### src/rtl/service_queue.sv
// Circular FIFO of (customer number, service time) entries with manual or tick-timed
// dequeue, occupancy count and sticky overflow/underflow flags.
module service_queue #(
    parameter int DT_SZ = 4,
    parameter int TM_SZ = 4,
    parameter int DEPTH = 8,
    parameter int PTR_W = 3,
    parameter int CNT_W = 4
) (
    input  logic                             clk,
    input  logic                             rst,
    input  logic                             we,
    input  logic [DT_SZ-1:0]                 dn,
    input  logic [TM_SZ-1:0]                 dt,
    input  logic                             re,
    input  logic                             auto,
    input  logic                             tick,
    input  logic                             clr,
    output logic [DT_SZ-1:0]                 qn,
    output logic [TM_SZ-1:0]                 qt,
    output logic [CNT_W-1:0]                 cnt,
    output logic                             full,
    output logic                             empty,
    output logic                             done,
    output logic [DT_SZ-1:0]                 pop_id,
    output logic                             ovf,
    output logic                             udf,
    output logic [DEPTH*(DT_SZ+TM_SZ)-1:0]   qdbg
);

    localparam int                ENT_W    = DT_SZ + TM_SZ;
    localparam logic [PTR_W-1:0]  LAST     = PTR_W'(DEPTH - 1);
    localparam logic [CNT_W-1:0]  FULL_CNT = CNT_W'(DEPTH);

    logic [DT_SZ-1:0] num_q [DEPTH];
    logic [TM_SZ-1:0] tim_q [DEPTH];
    logic [PTR_W-1:0] rd_ptr;
    logic [PTR_W-1:0] wr_ptr;

    logic pop_man;
    logic pop_auto;
    logic pop;
    logic dec;
    logic push;
    logic ovf_set;
    logic udf_set;

    // DEPTH need not be a power of two, so wrap is explicit rather than by overflow
    function automatic logic [PTR_W-1:0] ptr_inc(input logic [PTR_W-1:0] p);
        return (p == LAST) ? '0 : p + PTR_W'(1);
    endfunction

    assign empty = (cnt == '0);
    assign full  = (cnt == FULL_CNT);
    assign qn    = empty ? '0 : num_q[rd_ptr];
    assign qt    = empty ? '0 : tim_q[rd_ptr];

    // A head time of 0 or 1 both mean "leaves on this tick"
    assign pop_man  = !auto && re && !empty;
    assign pop_auto = auto && tick && !empty && (qt <= TM_SZ'(1));
    assign pop      = pop_man || pop_auto;
    assign dec      = auto && tick && !empty && (qt > TM_SZ'(1));
    assign push     = we && (!full || pop);
    assign ovf_set  = we && full && !pop;
    // A push into an empty queue absorbs a coincident pop request without an error
    assign udf_set  = !auto && re && empty && !we;

    always_ff @(posedge clk) begin
        if (rst) begin
            for (int i = 0; i < DEPTH; i++) begin
                num_q[i] <= '0;
                tim_q[i] <= '0;
            end
            rd_ptr <= '0;
            wr_ptr <= '0;
            cnt    <= '0;
            done   <= 1'b0;
            pop_id <= '0;
            ovf    <= 1'b0;
            udf    <= 1'b0;
        end else begin
            if (push) begin
                num_q[wr_ptr] <= dn;
                tim_q[wr_ptr] <= dt;
                wr_ptr        <= ptr_inc(wr_ptr);
            end
            if (dec) begin
                tim_q[rd_ptr] <= qt - TM_SZ'(1);
            end
            if (pop) begin
                rd_ptr <= ptr_inc(rd_ptr);
                pop_id <= qn;
            end
            cnt  <= cnt + CNT_W'(push) - CNT_W'(pop);
            done <= pop;
            ovf  <= ovf_set || (ovf && !clr);
            udf  <= udf_set || (udf && !clr);
        end
    end

    for (genvar i = 0; i < DEPTH; i++) begin : g_dbg
        assign qdbg[i*ENT_W +: ENT_W] = {num_q[i], tim_q[i]};
    end

endmodule

### config.mk
export PLATFORM = sky130hd
export DESIGN_NAME = service_queue
export DESIGN_NICKNAME = d
export VERILOG_FILES = /design/src/rtl/service_queue.sv
export SDC_FILE = /design/constraint.sdc
export NUM_CORES = 1
export LEC_CHECK = 0
export CAP_MARGIN = 20
export CORE_UTILIZATION = 46
export CTS_CLUSTER_SIZE = 30
export DETAILED_ROUTE_END_ITERATION = 10
export GPL_ROUTABILITY_DRIVEN = 0
export PLACE_DENSITY = 0.8
export SLEW_MARGIN = 10
export SYNTH_ARGS = -nofsm -noshare
export SYNTH_HDL_FRONTEND = slang
export SYNTH_SLANG_ARGS = --single-unit
export TNS_END_PERCENT = 100
### constraint.sdc
create_clock -name clk -period 4.1 [get_ports clk]
set_input_delay 0.82 -clock clk [delete_from_list [all_inputs] [get_ports clk]]
set_output_delay 0.82 -clock clk [all_outputs]
set_load 0.005 [all_outputs]
==> impl_metrics.toml <==
[timing]
timing.max_slew.rel_slack_pct = 45.9
max_freq_mhz = 261
layout_setup_ws_ns = 0.275
final_hold_viol_count = 0
skew_ns = 0.0134
period_share_pct = 93.3
final.hold.worst_slack_ns = 0.499
timing.final.crit_period_ns = 3.83
totalNegativeSetupSlack_ns = 0
slew_violations = 0
worst-slew-pin-transition_ns = 0.806
grt_setup_unrepaired = "no"
setup_viol = 0

[synth]
synth_edf_count = 64
synth_seq_cells = 84
synth_async_sr_flop_share_pct = 0
synth_area_per_cell_sq_um = 12.0
synth-seq-area-share_pct = 50.7
synth_warnings = 0
ys_dominant_reg_cell = "edfxtp_1"
synth.net_count = 409
synth.cell_area_sq_um = 4580
number_of_library_cell_types_mapped_by_synthesis = 48
netlist_instances = 381

[clocking]
cts-root-to-sink-buffers = 2
cts_num_sinks = 84
postCtsHoldBufs = 0
clkLatencyLatePin_ns = 0.37
cts.reportedPaths.clkPinSlew_ns = 0.08
tritoncts_clock_tree = "built"
cts_inserted_buffers = 9
clock_tree.root_cell = "clkbuf_8"
clock_tree.htree_level_count = 3

[global_route]
grt_pass1_vias = 3400
grt_start_max_net_pins = 44
grt.overflow.total = 0
grt_first_pass_wirelength_microns = 18400
grt.total_usage_pct = 24.2
antenna_found_initial = 0

[critical_path]
critPathArrivalTime_ns = 3.83
critPathKind = "register to register"
r2r.worst_path.cells = 12
timing.rr.end = "tim_q[1][1]$_DFFE_PP_"
cp_max_fo = 9
cp_required_ns = 4.11
critical_path_destination = "tim_q[1][1]$_DFFE_PP_"
rrSetupSlack_ns = 0.27
worstSetupStartpointType = "register"
setup.worst_path.end_class = "register"

[layout]
final_cell_count_no_fill = 614
fin_util_pct = 60.5
sequential_cell_area_sq_um = 2320
drive_gt1_share_pct = 11.6
final_cell_area_sq_um = 5890
num_antenna_cells = 0
fin_nets = 504
n_fill_cell = 778
area_growth_syn_to_layout_pct = 28.6
area_occupied_by_multi_input_gates_sq_um = 2090

[routing]
post_drt_via_cell_ratio = 5.75
detail_route.wl_per_cell_microns = 19.5
routed_wl_microns = 12000
ant_nets = 0
detail_route.drc_violations = 0
detailedRoute.firstPassIterationCount = 5
number_of_design_rule_violations_left_by_the_first_detailed_router_iteration = 288
route.vias.total = 3531

[floorplanning]
ioPinCount = 100
die_width_microns = 102
floorplan.initialDensity_pct = 47.1
core_region_area_sq_um = 9730
die_area_sq_um = 10400
die_y_microns = 102
rows = 36

[pwr]
pwr-share-seq_pct = 39.9
p_int_mw = 1.80
total_leakage_power_nw = 2.15
netSwitchingPower_mw = 1.03
finalPower_mw = 2.83
power.share.clock_pct = 19.1
switching_part_of_the_total_power_pct = 36.3
power_per_cell_area_nw_per_um2 = 481
vdd.ir_drop.worst_uv = 217
p_comb_share_pct = 41.0

[hold_path]
hold_path.class = "register to register"

[placement]
place.detailed.hpwl_microns = 9300
placed_cells = 598
portBuffers = 99
dpl_worst_slack_ns = 0.288
dpl_cell_area_sq_um = 5710

[status]
run_status = "finished, final reports clean"

[job]
max_cap_violations = 0
[state kept, by name, summed over array words and instances, names as in the netlist, named ones only]
signal / cells
wr_ptr: 3
cnt: 4
rd_ptr: 3
done: 1
ovf: 1
pop_id: 4
tim_q: 32
udf: 1
num_q: 32
[what timing repair did]
action                     4_1_cts  5_1_grt
setup endpoints to repair        0        4
resized for setup                0        1
buffers inserted                 0        0
[worst max-delay path, cell delays in order (launching register included)]
cell      delay, ns
dfxtp_1        0.54
mux4_2         0.56
mux2i_1        0.21
nor2_1         0.10
inv_1          0.10
ha_1           0.18
nor2_1         0.09
or3_1          0.35
a21o_1         0.22
a21oi_2        0.16
buf_4          0.20
nand2b_1       0.20
o211ai_1       0.54
[cells in the mapped netlist (2+ instances only)]
| cell type | number | area, sq um |
|---|---|---|
| a21o_1 | 2 | 15.0 |
| a21oi_1 | 2 | 10.0 |
| a22oi_1 | 2 | 15.0 |
| a2bb2oi_1 | 2 | 17.5 |
| a311o_1 | 3 | 30.0 |
| and2_1 | 3 | 18.8 |
| buf_1 | 5 | 18.8 |
| buf_2 | 7 | 35.0 |
| clkbuf_1 | 11 | 41.3 |
| clkbuf_2 | 3 | 15.0 |
| dfxtp_1 | 20 | 400 |
| edfxtp_1 | 64 | 1920 |
| ha_1 | 12 | 150 |
| inv_1 | 13 | 48.8 |
| mux2i_1 | 54 | 541 |
| mux4_2 | 13 | 293 |
| nand2_1 | 14 | 52.6 |
| nand2b_1 | 9 | 56.3 |
| nand3_1 | 5 | 25.0 |
| nand3b_2 | 3 | 33.8 |
| nand4_1 | 16 | 100 |
| nand4b_1 | 12 | 105 |
| nor2_1 | 60 | 225 |
| nor2b_1 | 7 | 43.8 |
| nor3b_4 | 2 | 37.5 |
| o211ai_1 | 5 | 37.5 |
| o21ai_0 | 9 | 45.0 |
| xnor2_1 | 3 | 26.3 |
[layout make-up]
cell class                 count  share of cell area, %
tap                          133                   2.83
clock inverter                 6                  0.680
sequential                    84                   39.4
multi-input combinational    257                   35.5
inverter                      13                  0.829
timing repair buffer         111                   18.4
clock buffer                  10                   2.34
[cell usage in the layout (no fill, tap or decap), types with 9 or more instances in the layout]
master / Yosys / layout
mux4_2: 13 / 13
buf_4: 0 / 12
dfxtp_1: 20 / 20
clkdlybuf4s50_1: 0 / 99
nand4_1: 16 / 16
clkbuf_8: 0 / 10
ha_1: 12 / 12
nand4b_1: 12 / 12
mux2i_1: 54 / 54
inv_1: 13 / 13
nor2_1: 60 / 60
nand2_1: 14 / 14
edfxtp_1: 64 / 64
nand2b_1: 9 / 9
[power groups by stage]
stage | combinational (mW) | clock, mW | sequential [mW]
after detailed placement | 1.16 | 0 | 1.15
after global placement | 1.12 | 0 | 1.14
after CTS | 1.16 | 0.542 | 1.13
after floorplan | 0.690 | 0 | 1.10
after global routing | 1.26 | 0.577 | 1.14
final | 1.16 | 0.542 | 1.13
[layer usage]
layer / GRT usage [%] / wire length, microns / vias up
met2: 39.8 / 5870 / 175
li1: - / - / 1601
met1: 31.7 / 5030 / 1738
met5: 0 / 0 / -
met3: 6.14 / 945 / 17
met4: 6.47 / 150 / 0
[how the worst min path moves through the flow]
| stage | slack, ns | cells past startpoint | to | from |
|---|---|---|---|---|
| floorplan | 0.48 | 2 | ovf$_SDFF_PP0_ | ovf$_SDFF_PP0_ |
| global placement | 0.47 | 2 | pop_id[0]$_SDFFE_PP0N_ | pop_id[0]$_SDFFE_PP0N_ |
| detailed placement | 0.48 | 2 | pop_id[0]$_SDFFE_PP0N_ | pop_id[0]$_SDFFE_PP0N_ |
| CTS | 0.50 | 2 | pop_id[0]$_SDFFE_PP0N_ | pop_id[0]$_SDFFE_PP0N_ |
| global route | 0.55 | 2 | pop_id[2]$_SDFFE_PP0N_ | pop_id[2]$_SDFFE_PP0N_ |
| finish | 0.50 | 2 | pop_id[0]$_SDFFE_PP0N_ | pop_id[0]$_SDFFE_PP0N_ |
[cell families after synthesis]
family	after synthesis	synth area share, %
AND/OR/NAND/NOR	140	17.1
flip-flops	84	50.7
multiplexers	68	18.4
buffers and inverters	40	3.72
AO/OA/AOI/OAI	32	5.58
adder cells (fa/ha/maj)	13	3.72
XOR/XNOR	4	0.765
Power figures use the tool's default switching activity.
